===== config.mk =====
export PLATFORM = sky130hd
export DESIGN_NAME = y86_run_ctrl
export DESIGN_NICKNAME = d
export VERILOG_FILES = /design/src/rtl/y86_run_ctrl.sv
export SDC_FILE = /design/constraint.sdc
export NUM_CORES = 1
export LEC_CHECK = 0
export CORE_ASPECT_RATIO = 0.8
export CORE_MARGIN = 2
export CORE_UTILIZATION = 49
export DETAILED_ROUTE_END_ITERATION = 8
export PLACE_DENSITY = 0.74
export SLEW_MARGIN = 20
export SYNTH_ARGS = -nofsm -noshare
export SYNTH_HDL_FRONTEND = slang
export SYNTH_SLANG_ARGS = --single-unit
export TNS_END_PERCENT = 20

===== constraint.sdc =====
create_clock -name clk_i -period 2.55 [get_ports clk_i]
set_clock_uncertainty 0.05 [all_clocks]
set_input_delay 0.51 -clock clk_i [delete_from_list [all_inputs] [get_ports clk_i]]
set_output_delay 0.51 -clock clk_i [all_outputs]
set_load 0.005 [all_outputs]

===== src/rtl/y86_run_ctrl.sv =====
// y86_run_ctrl
// Run/step controller for the Y86 core. Starts, steps and stops execution
// on harness command and gates the core through run_o. At each commit it
// looks at the instruction status (AOK/HLT/ADR/INS) and latches the status
// that ends the run. It also keeps saturating counters of enabled cycles and
// retired instructions.
//
// Ports:
//   clk_i        clock, rising edge
//   rst_n_i      synchronous active-low reset
//   start_i      run continuously (IDLE/PAUSE)
//   step_i       execute one instruction (IDLE/PAUSE)
//   stop_i       pause at the next commit (RUN)
//   clear_i      leave HALTED/FAULT back to IDLE
//   commit_i     core retires an instruction this cycle
//   stat_i       status of committing instruction (00 AOK,01 HLT,10 ADR,11 INS)
//   run_o        core enable, high in RUN and STEP
//   state_o      state encoding IDLE=0 RUN=1 STEP=2 PAUSE=3 HALTED=4 FAULT=5
//   stat_o       latched terminating status
//   done_o       one-cycle pulse on entry to HALTED/FAULT
//   cycle_cnt_o  cycles with run_o high (saturating)
//   instr_cnt_o  retired instructions, AOK/HLT only (saturating)
module y86_run_ctrl #(
  parameter int CNT_W = 32
) (
  input  logic             clk_i,
  input  logic             rst_n_i,
  input  logic             start_i,
  input  logic             step_i,
  input  logic             stop_i,
  input  logic             clear_i,
  input  logic             commit_i,
  input  logic [1:0]       stat_i,
  output logic             run_o,
  output logic [2:0]       state_o,
  output logic [1:0]       stat_o,
  output logic             done_o,
  output logic [CNT_W-1:0] cycle_cnt_o,
  output logic [CNT_W-1:0] instr_cnt_o
);

  typedef enum logic [2:0] {
    ST_IDLE   = 3'd0,
    ST_RUN    = 3'd1,
    ST_STEP   = 3'd2,
    ST_PAUSE  = 3'd3,
    ST_HALTED = 3'd4,
    ST_FAULT  = 3'd5
  } state_t;

  localparam logic [1:0] STAT_AOK = 2'b00;
  localparam logic [1:0] STAT_HLT = 2'b01;

  localparam logic [CNT_W-1:0] CNT_MAX = '1;
  localparam logic [CNT_W-1:0] CNT_ONE = {{(CNT_W-1){1'b0}}, 1'b1};

  state_t           state_q, state_d;
  logic             stop_pend_q, stop_pend_d;
  logic [1:0]       stat_q, stat_d;
  logic             done_q, done_d;
  logic [CNT_W-1:0] cyc_q, cyc_d;
  logic [CNT_W-1:0] ins_q, ins_d;

  logic running;
  logic commit_v;
  logic clr_cnt;
  logic retire;

  assign running  = (state_q == ST_RUN) || (state_q == ST_STEP);
  // Commits outside RUN/STEP are protocol errors and are dropped here.
  assign commit_v = commit_i && running;
  assign retire   = commit_v && ((stat_i == STAT_AOK) || (stat_i == STAT_HLT));

  always_comb begin
    state_d     = state_q;
    stop_pend_d = stop_pend_q;
    stat_d      = stat_q;
    done_d      = 1'b0;
    clr_cnt     = 1'b0;

    unique case (state_q)
      ST_IDLE: begin
        if (start_i || step_i) begin
          state_d     = start_i ? ST_RUN : ST_STEP;
          clr_cnt     = 1'b1;
          stat_d      = STAT_AOK;
          stop_pend_d = 1'b0;
        end
      end
      ST_RUN, ST_STEP: begin
        if (commit_v) begin
          if (stat_i == STAT_HLT) begin
            state_d = ST_HALTED;
            stat_d  = stat_i;
            done_d  = 1'b1;
          end else if (stat_i != STAT_AOK) begin
            state_d = ST_FAULT;
            stat_d  = stat_i;
            done_d  = 1'b1;
          end else if (state_q == ST_STEP || stop_i || stop_pend_q) begin
            state_d = ST_PAUSE;
          end
        end else if (state_q == ST_RUN && stop_i) begin
          stop_pend_d = 1'b1;
        end
      end
      ST_PAUSE: begin
        if (start_i) begin
          state_d = ST_RUN;
        end else if (step_i) begin
          state_d = ST_STEP;
        end
      end
      ST_HALTED, ST_FAULT: begin
        if (clear_i) begin
          state_d = ST_IDLE;
          clr_cnt = 1'b1;
          stat_d  = STAT_AOK;
        end
      end
      default: begin
        state_d = ST_IDLE;
      end
    endcase

    // A pending stop never survives leaving RUN (includes a same-cycle
    // terminating commit, where termination wins).
    if (state_d != ST_RUN) begin
      stop_pend_d = 1'b0;
    end

    cyc_d = cyc_q;
    ins_d = ins_q;
    if (clr_cnt) begin
      cyc_d = '0;
      ins_d = '0;
    end else begin
      if (running && cyc_q != CNT_MAX) begin
        cyc_d = cyc_q + CNT_ONE;
      end
      if (retire && ins_q != CNT_MAX) begin
        ins_d = ins_q + CNT_ONE;
      end
    end
  end

  always_ff @(posedge clk_i) begin
    if (!rst_n_i) begin
      state_q     <= ST_IDLE;
      stop_pend_q <= 1'b0;
      stat_q      <= STAT_AOK;
      done_q      <= 1'b0;
      cyc_q       <= '0;
      ins_q       <= '0;
    end else begin
      state_q     <= state_d;
      stop_pend_q <= stop_pend_d;
      stat_q      <= stat_d;
      done_q      <= done_d;
      cyc_q       <= cyc_d;
      ins_q       <= ins_d;
    end
  end

  assign run_o       = running;
  assign state_o     = state_q;
  assign stat_o      = stat_q;
  assign done_o      = done_q;
  assign cycle_cnt_o = cyc_q;
  assign instr_cnt_o = ins_q;

endmodule

==> Word level (Yosys, flattened, before mapping) <==
Cells that the tools add are included.
{ "classes": {"addsub": 2, "n_bitwise": 1, "n_eq_ne": 15, "n_reduce_logical": 22, "muxes": 25} }
{ "op_table": {"columns": ["operator", "n"], "rows": [
  ["32-bit by 1-bit adder with 32-bit output (second input constant)", 2],
  ["32-bit inequality test (second input constant)", 2],
  ["3-bit two-way mux", 8],
  ["2-bit two-way mux", 6],
  ["3-bit one-hot mux with 4 select lines", 1],
  ["2-bit inequality test (second input constant)", 5],
  ["2-bit OR reduction", 4],
  ["1-bit two-way mux", 7],
  ["3-bit by 2-bit equality test with 1-bit output (second input constant)", 2],
  ["3-bit equality test (second input constant)", 2],
  ["2-bit one-hot mux with 3 select lines", 1],
  ["1-bit logical AND", 5],
  ["1-bit logical OR", 5],
  ["5-bit AND reduction", 1],
  ["1-bit one-hot mux with 2 select lines", 2],
  ["4-bit AND reduction", 1],
  ["2-bit nonzero test", 2],
  ["3-bit by 1-bit equality test with 1-bit output (second input constant)", 1],
  ["3-bit zero test", 1],
  ["3-bit by 1-bit inequality test with 1-bit output (second input constant)", 1],
  ["3-bit inequality test (second input constant)", 1],
  ["3-bit AND reduction", 1],
  ["3-bit nonzero test", 1],
  ["2-bit by 1-bit equality test with 1-bit output (second input constant)", 1],
  ["2 further kinds", 2]
]} }
{ "totals": {"elab_cells": 71, "input_bits": 9, "regBits": 71} }

==> Logic depth before layout (Yosys ltp) <==
Gate-level depths: netlist of run 1.
{ "depth": {"depth_word": 10, "ltp_mapped": 8} }

==> Least setup slack after synthesis of run 1 <==
No wires, ideal clock.
{ "synth_path": {"path_type": "register -> register", "from": "reg cyc_q[0] (netlist: cycle_cnt_o[0])", "to": "reg cyc_q[21] (netlist: cycle_cnt_o[21])", "setup_ns": 0.125, "period_less_slack_ns": 2.109, "t_required_ns": 2.375, "path_stages_with_launch": 8, "slack_ns": 0.441, "t_arrival_ns": 1.934, "path_cell_list": "dfxtp_1 ha_1 nand3_1 or4_1 buf_4 o311ai_4 or4_1 a21oi_1"} }
{ "synth_via": {"elab_chain_len": 2} }
{ "synth_rtl": {"columns": ["item", "line", "source"], "rows": [
  ["from (decl)", "61", "logic [CNT_W-1:0] cyc_q, cyc_d;"],
  ["from (signal assigned)", "160", "cyc_q <= cyc_d;"],
  ["branches (longest 2 deep; another with 32-bit by 1-bit adder with 32-bit output)", null, null]
]} }
Several ways; the timed one is not identified.
A chain may end at the register's enable or synchronous reset.

==> Final worst setup path of run 1 <==
{ "layout_path": {"from": "reg state_q[0] (netlist: state_o[0])", "to": "out run_o"} }
{ "layout_via": {"elab_chain_len": 2} }
{ "layout_rtl": {"columns": ["item", "line", "source"], "rows": [
  ["from (decl)", "57", "state_t state_q, state_d;"],
  ["from (signal assigned)", "156", "state_q <= state_d;"],
  ["3-bit by 1-bit equality test with 1-bit output / 3-bit by 2-bit equality test with 1-bit output (equally long branches)", "69", "assign running = (state_q == ST_RUN) || (state_q == ST_STEP);"],
  ["1-bit logical OR *", "69", null],
  ["to (decl)", "34", "output logic run_o,"]
]} }
Every way passes the cells marked *; elsewhere a longest branch is shown, timed or not.

==> flow_metrics.env, run 1 <==
export IMPL_status="completed"
export IMPL_clk_latency_ns=0.36
export IMPL_holdBufCountCts=0
export IMPL_pwr_density_cell_mw_per_mm2=502
export IMPL_leakage_nw=1.59
export IMPL_overflow=0
export IMPL_crit_slowest_cell="clkdlybuf4s50_1"
export IMPL_synth_main_ff_cell="dfxtp_1"
export IMPL_use_met2_pct=36.9
export IMPL_synth_area_leaders="dfxtp_1 (38%), a21oi_1 (5.5%), or3_1 (3.8%)"
export IMPL_place_port_buffers=79
export IMPL_p_comb_share_pct=12.8
export IMPL_rows=28
export IMPL_synth_nets=452
export IMPL_die_h_um=82.2
export IMPL_holdWs_ns=0.423
export IMPL_synthesis_area_mm2=0.00374
export IMPL_seqPwrFrac_pct=45.6
export IMPL_synth_edf_count=0
export IMPL_hp_class="reg2reg"
export IMPL_drc=0
export IMPL_dp_hpwl_um=7090
export IMPL_firstDrtPassIters=4
export IMPL_irDropWorstVdd_uv=263
export IMPL_multiInputGateArea_mm2=0.00217
export IMPL_routed_wl_um=10100
export IMPL_worst_pin_slew_ns=0.592
export IMPL_clk_pin_slew_ns=0.07
export IMPL_ys_seq_elements=71
export IMPL_fin_tns_setup_ns=0
export IMPL_ant_nets=0
export IMPL_grt_max_degree=33
export IMPL_path_buf_inv=2
export IMPL_cts_buffer_depth=2
export IMPL_end_kind="output pin"
export IMPL_cts_tree="yes"
export IMPL_syn_inst=441
export IMPL_ioPinCount=80
export IMPL_p_int_mw=1.84
export IMPL_worstSetupPathType="reg2out"
export IMPL_synthDistinctLibCells=62
export IMPL_postLayoutCoreUtil_pct=67.6
export IMPL_cp_arrival_ns=1.89
export IMPL_worstPathMaxFanout=10
export IMPL_period_needed_ns=2.45
export IMPL_power_switching_mw=0.671
export IMPL_register_area_mm2=0.00142
export IMPL_grt_util_met1_pct=33.7
export IMPL_area_growth_syn_to_layout_pct=33.5
export IMPL_synthMuxAreaShare_pct=0
export IMPL_finalPower_mw=2.51
export IMPL_grt_pass1_wl_um=16100
export IMPL_viasPerCell=5.92
export IMPL_pre_cts_ws_ns=-0.0559
export IMPL_root_buffer="clkbuf_8"
export IMPL_synth_top_family_by_area="simple AND/OR/NAND/NOR gates"
export IMPL_yosysTopAreaCellShare_pct=38.0
export IMPL_slew_violations=0
export IMPL_setup_viol=0
export IMPL_dieArea_mm2=0.00836
export IMPL_drive_gt1_share_pct=11.1
export IMPL_max_slew_margin_rel_pct=60.4
export IMPL_first_global_vias=3419
export IMPL_max_stage_delay_ns=0.55
export IMPL_path_cells="xor2_2 > nand2_1 > inv_2 > clkdlybuf4s50_1"
export IMPL_nets=546
export IMPL_cp_top_family="buffers and inverters"
export IMPL_period_share_pct=96.0
export IMPL_dieWidth_um=102
export IMPL_start_util_pct=50.6
export IMPL_cp_required_ns=1.99
export IMPL_max_freq_mhz=409
export IMPL_grt_total_usage_pct=24.2
export IMPL_hold_violations=0
export IMPL_clock_power_share_pct=41.6
export IMPL_place_gp_congestion=0.897
export IMPL_worst_slack_ns=0.103
export IMPL_yosys_area_top_type="dfxtp_1"
export IMPL_critPathLaunchType="register"
export IMPL_core_mm2=0.00739
export IMPL_wl_per_cell_um=15.6
export IMPL_met3_usage_pct=6.48
export IMPL_ys_seq_area_share_pct=38.0
export IMPL_synth_fa_ha_area_share_pct=0.668
export IMPL_cts_made_buffers=9
export IMPL_vias=3821
export IMPL_rsz0062_at_grt="no"
export IMPL_drv_cap=0
export IMPL_netSwitchingFraction_pct=26.7
export IMPL_synthArstFlopShare_pct=0
export IMPL_drt_iter0_drc=187
export IMPL_antenna_found_initial=0
export IMPL_synth_xor_area_share_pct=4.18
export IMPL_clock_sinks=71
export IMPL_antenna_cells=0
export IMPL_avgSynthCellArea_um2=8.49
export IMPL_n_fill_cell=659
export IMPL_synth_simple_gate_area_share_pct=30.2
export IMPL_yosys_warnings=0
export IMPL_htreeDepth=3
export IMPL_synth_compound_area_share_pct=23.1
export IMPL_gr_max_usage_layer="met2"
## synthesized netlist by cell type (all sizes together), types with 3 or more instances
master	n
nand3	22
nor2	32
dfxtp	71
nor4b	3
nand4	17
nand2b	3
xor2	6
inv	10
or4	17
nand2	37
a211oi	3
or3	24
buf	12
o311ai	6
and4	10
nor2b	3
o31ai	14
a31o	3
nor4	3
a21oi	41
nand3b	3
and3	11
o21ai	28
o211ai	6
a2111oi	4
clkbuf	9
xnor2	11
a31oi	5
## cells by family (layout without fill, tap and decap cells)
kind of cell             after synthesis  in the layout
adder cells (fa/ha/maj)                2              2
buffers and inverters                 31            130
AO/OA/AOI/OAI                        126            126
flip-flops                            71             71
AND/OR/NAND/NOR                      194            194
XOR/XNOR                              17             17
## per-stage QoR
| stage | instance area [µm²] | std cells |
|---|---|---|
| final | 5000 | 645 |
| after global routing | 5000 | 645 |
| after CTS | 4980 | 644 |
| after detailed placement | 4750 | 628 |
| after global placement | 4750 | 628 |
| after floorplan | 3740 | 441 |
## path summary, 6_finish.rpt
kind	slack [ns]	cells after the start	from	to
worst max-delay path	0.10	4	state_o[0]	run_o
worst min register to register	0.42	2	stat_o[0]	stat_o[0]
worst max register to register	0.18	7	cycle_cnt_o[0]	cycle_cnt_o[22]
worst min-delay path	0.42	2	stat_o[0]	stat_o[0]
## timing repair
action | CTS | global route
buffers inserted | 0 | 1
hold endpoints to repair | 0 | 0
pin swaps | 0 | 1
setup endpoints to repair | 1 | 3
gates resized for setup | 1 | 0
## worst min-delay path: stages (launching register included)
cell and delay, ns:
dfxtp_1 0.31, nand2_1 0.05, a21boi_0 0.07
## cell type report
cell class                      count  area share (%)
Multi-Input combinational cell    339            43.5
Sequential cell                    71            28.5
Timing Repair Buffer              104            20.1
Clock buffer                       10            2.75
Tap cell                          105            2.63
Clock inverter                      6            1.83
Inverter                           10           0.751
## cell usage in the layout, fill, tap and decap left out, types with 4 or more instances in the layout
| cell | count |
|---|---|
| or3_1 | 23 |
| a2111oi_0 | 4 |
| or4_1 | 17 |
| o21ai_0 | 19 |
| buf_4 | 23 |
| and4_1 | 10 |
| o31ai_1 | 13 |
| a21oi_1 | 41 |
| a31oi_1 | 5 |
| inv_1 | 9 |
| nand4_1 | 15 |
| clkdlybuf4s50_1 | 79 |
| dfxtp_1 | 70 |
| clkbuf_8 | 10 |
| o211ai_1 | 6 |
| and3_1 | 11 |
| nand3_1 | 22 |
| nand2_1 | 37 |
| o21ai_1 | 9 |
| xnor2_1 | 11 |
| nor2_1 | 32 |
| xor2_1 | 5 |
## metal layers
metal  wire [µm]  part of all wire, %
met5           0                    0
met4         125                  1.2
met3         507                  5.0
met2        4400                   44
met1        5050                   50
## registers in the layout, indices dropped and copies added, names as in the netlist
register	cells
stop_pend_q	1
done_o	1
cycle_cnt_o	32
instr_cnt_o	32
stat_o	2
state_o	3
## power groups by stage
stage / clock (mW) / sequential, mW / combinational, mW
2_1_floorplan: 0 / 1.16 / 0.199
3_3_place_gp: 0 / 1.17 / 0.311
3_5_place_dp: 0 / 1.17 / 0.316
4_1_cts: 1.05 / 1.14 / 0.317
5_1_grt: 1.10 / 1.15 / 0.343
6_report: 1.04 / 1.14 / 0.321
No activity file was read; power rests on OpenSTA's default activity.
==> run 2, diff against run 1 <==
- HOLD_SLACK_MARGIN: unset -> 0.05
==> results of run 2 <==
The final DEF is identical to that of run 1; final timing and power are the same.
